`src/rtl/rs485_pkg.sv`:
```
// Shared types and constants for the RS-485 UART transmit/receive path.
// Frame states, parity modes and clock-rate helper.
package rs485_pkg;

  typedef enum logic [2:0] {
    S_IDLE,
    S_LEAD,
    S_START,
    S_DATA,
    S_PAR,
    S_STOP,
    S_TAIL
  } tx_state_t;

  localparam int PARITY_NONE = 0;
  localparam int PARITY_EVEN = 1;
  localparam int PARITY_ODD  = 2;

  localparam int CLK_HZ = 100_000_000;

  // Rounded to the nearest whole cycle.
  function automatic int baud_to_clks(input int baud);
    return (CLK_HZ + baud / 2) / baud;
  endfunction

endpackage

```
`src/rtl/rs485_sync_fifo.sv`:
```
// Registered first-word-fall-through FIFO with full/empty flags.
// The head entry sits in an output register; count covers it too.
module rs485_sync_fifo #(
  parameter int DEPTH = 4,
  parameter int WIDTH = 8
) (
  input  logic                     clk,
  input  logic                     rst,
  input  logic                     wr_en,
  input  logic [WIDTH-1:0]         wr_data,
  input  logic                     rd_en,
  output logic [WIDTH-1:0]         rd_data,
  output logic                     full,
  output logic                     empty,
  output logic [$clog2(DEPTH):0]   count
);

  localparam int AW = $clog2(DEPTH);
  localparam int CW = AW + 1;

  logic [WIDTH-1:0] mem [DEPTH];
  logic [AW-1:0]    wr_ptr;
  logic [AW-1:0]    rd_ptr;
  logic [CW-1:0]    mem_cnt;
  logic             out_valid;
  logic             do_wr;
  logic             do_rd;
  logic             do_load;

  assign count   = mem_cnt + CW'(out_valid);
  assign full    = count == CW'(DEPTH);
  assign empty   = !out_valid;
  assign do_wr   = wr_en && !full;
  assign do_rd   = rd_en && out_valid;
  assign do_load = (mem_cnt != '0) && (!out_valid || do_rd);

  always_ff @(posedge clk) begin
    if (rst) begin
      wr_ptr    <= '0;
      rd_ptr    <= '0;
      mem_cnt   <= '0;
      out_valid <= 1'b0;
      rd_data   <= '0;
    end else begin
      if (do_wr) wr_ptr <= wr_ptr + 1'b1;
      if (do_load) begin
        rd_data   <= mem[rd_ptr];
        rd_ptr    <= rd_ptr + 1'b1;
        out_valid <= 1'b1;
      end else if (do_rd) begin
        out_valid <= 1'b0;
      end
      mem_cnt <= mem_cnt + CW'(do_wr) - CW'(do_load);
    end
  end

  always_ff @(posedge clk) begin
    if (do_wr) mem[wr_ptr] <= wr_data;
  end

endmodule

```
`src/rtl/rs485_uart_tx_fifo.sv`:
```
// RS-485 UART transmitter with input FIFO, baud divider and
// driver-enable guard times around each burst of frames.
module rs485_uart_tx_fifo
  import rs485_pkg::*;
#(
  parameter int CLKS_PER_BIT = 868,
  parameter int DATA_BITS    = 8,
  parameter int PARITY       = 0,
  parameter int STOP_BITS    = 1,
  parameter int DE_LEAD      = 1,
  parameter int DE_TAIL      = 1,
  parameter int FIFO_DEPTH   = 4
) (
  input  logic                 clk,
  input  logic                 rst,
  input  logic [DATA_BITS-1:0] in_data,
  input  logic                 in_valid,
  output logic                 in_ready,
  output logic                 uart_tx,
  output logic                 de,
  output logic                 tx_busy,
  output logic                 tx_done
);

  if (CLKS_PER_BIT < 2) begin : g_bad_cpb
    $error("CLKS_PER_BIT must be >= 2");
  end
  if (DATA_BITS < 5 || DATA_BITS > 9) begin : g_bad_bits
    $error("DATA_BITS must be 5..9");
  end
  if (PARITY < 0 || PARITY > 2) begin : g_bad_par
    $error("PARITY must be 0, 1 or 2");
  end
  if (STOP_BITS < 1 || STOP_BITS > 2) begin : g_bad_stop
    $error("STOP_BITS must be 1 or 2");
  end
  if (DE_LEAD < 0 || DE_TAIL < 0) begin : g_bad_guard
    $error("DE_LEAD and DE_TAIL must be >= 0");
  end
  if (FIFO_DEPTH < 2 || (FIFO_DEPTH & (FIFO_DEPTH - 1)) != 0) begin : g_bad_depth
    $error("FIFO_DEPTH must be a power of 2, >= 2");
  end

  localparam int CW   = $clog2(CLKS_PER_BIT);
  localparam int BW   = $clog2(DATA_BITS + 1);
  localparam int GMAX = (DE_LEAD > DE_TAIL) ? DE_LEAD : DE_TAIL;
  localparam int GW   = (GMAX < 1) ? 1 : $clog2(GMAX + 1);
  localparam int FW   = $clog2(FIFO_DEPTH) + 1;

  localparam logic [CW-1:0] CNT_LAST  = CW'(CLKS_PER_BIT - 1);
  localparam logic [CW-1:0] CNT_PRE   = CW'(CLKS_PER_BIT - 2);
  localparam logic [BW-1:0] DATA_LAST = BW'(DATA_BITS - 1);
  localparam logic [BW-1:0] STOP_LAST = BW'(STOP_BITS - 1);
  localparam logic [GW-1:0] LEAD_LAST = GW'(DE_LEAD - 1);
  localparam logic [GW-1:0] TAIL_LAST = GW'(DE_TAIL - 1);

  tx_state_t            state;
  logic [CW-1:0]        cnt;
  logic [BW-1:0]        bit_cnt;
  logic [GW-1:0]        gcnt;
  logic [DATA_BITS-1:0] shreg;
  logic                 par_bit;

  logic [DATA_BITS-1:0] fifo_data;
  logic                 fifo_full;
  logic                 fifo_empty;
  logic [FW-1:0]        fifo_count;

  logic bit_end;
  logic stop_last;
  logic tail_last;
  logic pop;

  function automatic logic par_of(input logic [DATA_BITS-1:0] d);
    return (PARITY == PARITY_ODD) ? ~^d : ^d;
  endfunction

  rs485_sync_fifo #(
    .DEPTH (FIFO_DEPTH),
    .WIDTH (DATA_BITS)
  ) u_fifo (
    .clk     (clk),
    .rst     (rst),
    .wr_en   (in_valid),
    .wr_data (in_data),
    .rd_en   (pop),
    .rd_data (fifo_data),
    .full    (fifo_full),
    .empty   (fifo_empty),
    .count   (fifo_count)
  );

  assign in_ready  = !fifo_full;
  assign bit_end   = cnt == CNT_LAST;
  assign stop_last = (state == S_STOP) && (bit_cnt == STOP_LAST);
  assign tail_last = (state == S_TAIL) && (gcnt == TAIL_LAST);
  // Next byte chains straight onto a finished frame while de is up.
  assign pop = !fifo_empty &&
               ((state == S_IDLE) ||
                (bit_end && (stop_last || tail_last)));

  always_ff @(posedge clk) begin
    if (rst) begin
      state   <= S_IDLE;
      cnt     <= '0;
      bit_cnt <= '0;
      gcnt    <= '0;
      shreg   <= '0;
      par_bit <= 1'b0;
      uart_tx <= 1'b1;
      de      <= 1'b0;
      tx_done <= 1'b0;
      tx_busy <= 1'b0;
    end else begin
      tx_done <= stop_last && (cnt == CNT_PRE);
      tx_busy <= (state != S_IDLE) || (fifo_count != '0);
      cnt     <= (state == S_IDLE || bit_end) ? '0 : cnt + 1'b1;
      if (pop) begin
        shreg   <= fifo_data;
        par_bit <= par_of(fifo_data);
        bit_cnt <= '0;
        gcnt    <= '0;
        de      <= 1'b1;
        if (state == S_IDLE && DE_LEAD > 0) begin
          state   <= S_LEAD;
          uart_tx <= 1'b1;
        end else begin
          state   <= S_START;
          uart_tx <= 1'b0;
        end
      end else if (bit_end) begin
        unique case (state)
          S_IDLE: ;
          S_LEAD: begin
            if (gcnt == LEAD_LAST) begin
              state   <= S_START;
              uart_tx <= 1'b0;
            end else begin
              gcnt <= gcnt + 1'b1;
            end
          end
          S_START: begin
            state   <= S_DATA;
            uart_tx <= shreg[0];
            shreg   <= shreg >> 1;
          end
          S_DATA: begin
            if (bit_cnt == DATA_LAST) begin
              bit_cnt <= '0;
              if (PARITY != PARITY_NONE) begin
                state   <= S_PAR;
                uart_tx <= par_bit;
              end else begin
                state   <= S_STOP;
                uart_tx <= 1'b1;
              end
            end else begin
              uart_tx <= shreg[0];
              shreg   <= shreg >> 1;
              bit_cnt <= bit_cnt + 1'b1;
            end
          end
          S_PAR: begin
            state   <= S_STOP;
            uart_tx <= 1'b1;
          end
          S_STOP: begin
            if (bit_cnt == STOP_LAST) begin
              if (DE_TAIL > 0) begin
                state <= S_TAIL;
                gcnt  <= '0;
              end else begin
                state <= S_IDLE;
                de    <= 1'b0;
              end
            end else begin
              bit_cnt <= bit_cnt + 1'b1;
            end
          end
          S_TAIL: begin
            if (gcnt == TAIL_LAST) begin
              state <= S_IDLE;
              de    <= 1'b0;
            end else begin
              gcnt <= gcnt + 1'b1;
            end
          end
          default: begin
            state   <= S_IDLE;
            uart_tx <= 1'b1;
            de      <= 1'b0;
          end
        endcase
      end
    end
  end

endmodule
```
`config.mk`:
```
export PLATFORM = sky130hd
export DESIGN_NAME = rs485_uart_tx_fifo
export DESIGN_NICKNAME = d
export VERILOG_FILES = /design/src/rtl/rs485_pkg.sv /design/src/rtl/rs485_sync_fifo.sv /design/src/rtl/rs485_uart_tx_fifo.sv
export SDC_FILE = /design/constraint.sdc
export NUM_CORES = 1
export LEC_CHECK = 0
export ABC_CLOCK_PERIOD_IN_PS = 8750
export CAP_MARGIN = 10
export CORE_MARGIN = 2
export CORE_UTILIZATION = 45
export CTS_BUF_LIST = sky130_fd_sc_hd__clkbuf_2 sky130_fd_sc_hd__clkbuf_4 sky130_fd_sc_hd__clkbuf_8
export CTS_CLUSTER_SIZE = 16
export DETAILED_ROUTE_END_ITERATION = 12
export HOLD_SLACK_MARGIN = 0.15
export PLACE_DENSITY = 0.69
export SYNTH_ARGS = -nofsm -noshare
export SYNTH_HDL_FRONTEND = slang
export SYNTH_SLANG_ARGS = --single-unit
export TNS_END_PERCENT = 50
```
`constraint.sdc`:
```
create_clock -name clk -period 8.75 [get_ports clk]
set_input_delay 2.1875 -clock clk [delete_from_list [all_inputs] [get_ports clk]]
set_output_delay 2.1875 -clock clk [all_outputs]
set_load 0.02 [all_outputs]
```
==> metrics.cfg, run 1 <==
[critical_path]
crit_top_cell=ha_1
cp_num_buf_inv=1
path_cells=ha_1 -> ha_1 -> xor2_1 -> nand2_1 -> clkdlybuf4s50_1
crit_fanout=9
max_stage_delay_ns=0.58
start_kind=register
cp.required_ns=6.56
crit_family=buffers and inverters
endpoint_kind=output port
critical_path_arrival_ns=2.18
criticalPathCategory=register to output port
crit_path_top_delay_cell=clkdlybuf4s50_1

[synth]
syn_area_mm2=0.00357
syn_area_per_cell_um2=11.0
ys_seq_area_frac=0.521
ys_ff_latch=77
ys.flop_type=dfxtp_1
synth_edf_count=32
yosysUniqueCellTypes=55
syn-instance-count=325
async_flop_share=0
syn_nets=349
yosysWarnings=0

[sta]
clock_skew_ns=0.0136
setup_tns_ns=0
hold_ws_ns=0.469
finalSetupViolCount=0
drv_slew=0
hold_viol=0
period_share=0.499
rsz0062_at_grt=false
worst_slew_margin_rel=0.569
max_freq_ghz=0.229
tightest_slew_ns=0.645
finalCriticalPeriod_ns=4.37

[finish]
antennaDiodeCount=0
drive_gt1_frac=0.0979
synthToLayoutAreaGrowth_pct=10.0
final_cells=439
fill_cells=694
final_nets=356

[routing]
routedWlPerCell_um=14.6
wirelength_um=6390
via_count=2383
drtIter0Drc=110
via_per_inst=5.43
ant_nets=0
drtPass1Iterations=7
drc=0

[grt]
grt_overflow_total=0
grt_max_degree=39
antenna_found_initial=0
grt_pass1_wl_um=10900
grt_util_all_layers=0.163
grt_pass1_vias=2287

[cts]
clock_path_buffers=2
cts.sinks=77
path_clk_slew_ns=0.09
ctsHoldBuffers=0
cts_buffers=9
clk_latency_ns=0.35
clockRootBuffer=clkbuf_8
cts_tree=yes
postCtsSetupBuffers=0
ctsResizeCount=0
h-tree-depth=3

[placed_design]
place_hpwl_um=4330
placed_cells=423
gp_congestion=0.811
portBuffers=15

[floorplan]
dieArea_mm2=0.00867
io_pins=16
initial_core_util=0.463
row_count=32
core_mm2=0.00773
fp.dieH_um=93.1
fp.dieW_um=93.1

[status]
outcome=finished clean

[power]
power_density_mw_per_mm2=280
power.static_leakage_nw=1.38
ir_worst_vdd_mv=0.114

[job]
drv_cap=0

[min_path]
hold_class=register to register

-- cells in the mapped netlist, drive strengths merged (9+ instances only) --
library cell / count / share of area
a21oi: 20 / 0.028
edfxtp: 32 / 0.27
inv: 12 / 0.013
o21ai: 15 / 0.021
nand2: 14 / 0.015
ha: 12 / 0.042
nand3: 15 / 0.021
nor3: 9 / 0.013
dfxtp: 45 / 0.25
and3: 10 / 0.018
nor2: 29 / 0.031
clkbuf: 12 / 0.021
-- power by group --
part	internal [mW]	switching, mW
combinational	0.151	0.163
sequential	0.446	0.0664
clock	0.135	0.140
total	0.732	0.369
-- flip-flops by register name, indices dropped and copies added (netlist names) --
name and flops:
u_fifo.mem_cnt 3, de 1, tx_done 1, u_fifo.rd_data 8, cnt 10, tx_busy 1, u_fifo.rd_ptr 2, bit_cnt 4
u_fifo.wr_ptr 2, uart_tx 1, state 3, shreg 8, u_fifo.mem 32, u_fifo.out_valid 1
-- cells in the final DEF (no fill, tap or decap), drive strengths merged, types with 6 or more instances in the layout --
| cell type | instances |
|---|---|
| a211oi | 8 |
| mux4 | 8 |
| clkdlybuf4s50 | 15 |
| a21oi | 20 |
| dfxtp | 45 |
| nand3 | 15 |
| mux2i | 8 |
| nor2 | 29 |
| nor3 | 9 |
| nand2 | 14 |
| xnor2 | 8 |
| clkbuf | 9 |
| o21ai | 15 |
| inv | 14 |
| ha | 12 |
| or3 | 6 |
| and3 | 10 |
| edfxtp | 32 |
-- cells by family after synthesis --
kind of cell	share of synthesized area
AO/OA/AOI/OAI	0.107
XOR/XNOR	0.0319
adder cells (fa/ha/maj)	0.0476
buffers and inverters	0.0518
flip-flops	0.521
multiplexers	0.0728
AND/OR/NAND/NOR	0.168
-- metal layers --
layer,share of wire,global-route usage,vias up
li1,-,-,1206
met1,0.49,0.218,1119
met2,0.46,0.252,56
met3,0.038,0.0435,2
met4,0.0047,0.0662,0
met5,0,0,-
-- through the flow --
stage                      util  setup WS [ns]  power (mW)  instance area [um^2]
after CTS                 0.509           4.36        1.11                  3930
after global routing      0.509           4.23        1.18                  3930
after floorplan               -           5.50       0.765                  3570
final                     0.509           4.38        1.10                  3930
after detailed placement  0.482           4.75       0.836                  3730
after global placement    0.482           4.84       0.824                  3730
-- worst paths after layout --
check                    start                 to  slack (ns)  cells past startpoint
min reg2reg  u_fifo.rd_data[7]           shreg[7]        0.47                      2
max reg2reg             cnt[7]  u_fifo.mem_cnt[1]        5.76                      9
min          u_fifo.rd_data[7]           shreg[7]        0.47                      2
max           u_fifo.out_valid           in_ready        4.38                      5
-- cell type report --
cell class / count / area (um^2) / area share
clock buffer: 9 / 124 / 0.0315
multi-input combinational: 215 / 1530 / 0.388
timing repair buffer: 17 / 165 / 0.0420
tap: 102 / 128 / 0.0325
clock inverter: 7 / 81.3 / 0.0207
sequential: 77 / 1860 / 0.473
inverter: 12 / 45.0 / 0.0115
-- worst reg2reg max path, cell delays in order (launching register included) --
cell and delay (ns):
dfxtp_1 0.38, or4_4 0.58, or3_4 0.39, o211a_1 0.36, nor2_2 0.16, ha_1 0.24, inv_1 0.06, ha_1 0.17
fa_1 0.42, nor2b_1 0.13
Note: power is estimated with default switching activity, not from simulation.
==> run 2, diff against run 1 <==
--- a/config.mk
+++ b/config.mk
@@ -5,7 +5,7 @@
 export SDC_FILE = /design/constraint.sdc
 export NUM_CORES = 1
 export LEC_CHECK = 0
-export ABC_CLOCK_PERIOD_IN_PS = 8750
+export ABC_CLOCK_PERIOD_IN_PS = 4500
 export CAP_MARGIN = 10
 export CORE_MARGIN = 2
 export CORE_UTILIZATION = 45
==> constraint.sdc (replaced) <==
create_clock -name clk -period 4.5 [get_ports clk]
set_input_delay 1.125 -clock clk [delete_from_list [all_inputs] [get_ports clk]]
set_output_delay 1.125 -clock clk [all_outputs]
set_load 0.02 [all_outputs]
==> metrics.cfg, run 2 (synthesis gave the netlist of run 1 again) <==
[sta]
rsz0062_at_grt=false
setup_slack_ns=1.21
setup_tns_ns=0
worst_slew_margin_rel=0.571
clock_skew_ns=0.00761
finalSetupViolCount=0
period_share=0.731
max_freq_ghz=0.304
hold_viol=0
drv_slew=0
tightest_slew_ns=0.642
finalCriticalPeriod_ns=3.29

[critical_path]
r2r_setup_slack_ns=1.55
endpoint=in_ready
endpoint_kind=output port
cp.required_ns=3.38
crit_fanout=9
start_kind=register
criticalPathCategory=register to output port
reg2reg_depth=9
crit_start=u_fifo.out_valid
critical_path_arrival_ns=2.16
r2r_start=cnt[7]
r2r-end=u_fifo.mem_cnt[1]

[floorplan]
io_pins=16
core_mm2=0.00773
fp.dieH_um=93.1
row_count=32
fp.dieW_um=93.1
dieArea_mm2=0.00867
initial_core_util=0.463

[placed_design]
pre_cts_ws_ns=1.55
gp_congestion=0.752
portBuffers=15
place_hpwl_um=4300
placed_cells=423

[grt]
grt_pass1_vias=2280
antenna_found_initial=0
grt_pass1_wl_um=10700
grt_overflow_total=0
grt_util_all_layers=0.158
grt_max_degree=39

[finish]
fin_util=0.512
top_regs=u_fifo.mem: 32 flops, cnt: 10 flops
layout_commonest_cell=dfxtp_1
largest_register_ff_count=32
final_cells=439
final_nets=356
drive_gt1_frac=0.0979
synthToLayoutAreaGrowth_pct=10.7
antennaDiodeCount=0
final_cell_mix=dfxtp_1, edfxtp_1, nor2_1, a21oi_1
top_register=u_fifo.mem

[routing]
wirelength_um=6320
drc=0
routedWlPerCell_um=14.4
ant_nets=0
drtIter0Drc=151
drtPass1Iterations=4
via_count=2408
via_per_inst=5.49

[power]
power.static_leakage_nw=1.40
power.total_mw=2.19
power_density_mw_per_mm2=554
ir_worst_vdd_mv=0.295

[cts]
clk_latency_ns=0.35
cts_buffers=9
ctsHoldBuffers=0
path_clk_slew_ns=0.08
h-tree-depth=3
postCtsSetupBuffers=0
cts.sinks=77
clock_path_buffers=2
clockRootBuffer=clkbuf_8
ctsResizeCount=0
cts_tree=yes

[status]
outcome=finished clean

[job]
drv_cap=0

[min_path]
hold_class=register to register

## run 2: changes by cell type in the layout (fill, tap and decap cells not counted)
cell / before / now
clkinvlp_4: 3 / 1
bufinv_16: 1 / 2
inv_6: 1 / 2
## run 2: worst min path at each step
stage | cells past startpoint | endpoint | startpoint
floorplan | 2 | shreg[7] | u_fifo.rd_data[7]
global placement | 1 | cnt[0] | cnt[0]
detailed placement | 1 | cnt[0] | cnt[0]
CTS | 1 | cnt[0] | cnt[0]
global route | 2 | de | de
finish | 1 | cnt[0] | cnt[0]
## run 2: cell type report
| type | count | area, um^2 |
|---|---|---|
| clock inverters | 7 | 105 |
| repair buffers | 17 | 165 |
| flip-flops and latches | 77 | 1860 |
| multi-input cells | 215 | 1530 |
| clock buffers | 9 | 124 |
| fillers | 691 | 3770 |
| inverters | 12 | 45.0 |
| well taps | 102 | 128 |
## run 2: critical path: stages, from the launching register on
cell             delay (ns)
dfxtp_1                0.53
ha_1                   0.21
ha_1                   0.16
xor2_1                 0.18
nand2_1                0.17
clkdlybuf4s50_1        0.58
## run 2: layer usage
metal / part of all wire / GRT usage / routed length (um) / vias to the layer above
li1: - / - / - / 1206
met3: 0.046 / 0.0459 / 291 / 6
met4: 0.0060 / 0.0441 / 38 / 0
met1: 0.47 / 0.203 / 2940 / 1149
met2: 0.48 / 0.262 / 3050 / 47
met5: 0 / 0 / 0 / -
## run 2: metrics by stage
step	hold slack, ns	instance area, um^2
after global placement	0.458	3730
after detailed placement	0.468	3730
after global routing	0.520	3960
after floorplan	0.428	3570
final	0.482	3960
after CTS	0.488	3960
## run 2: where the power goes
part	internal, mW	switching (mW)
Combinational	0.291	0.307
Clock	0.321	0.277
Sequential	0.868	0.129
Total	1.48	0.713
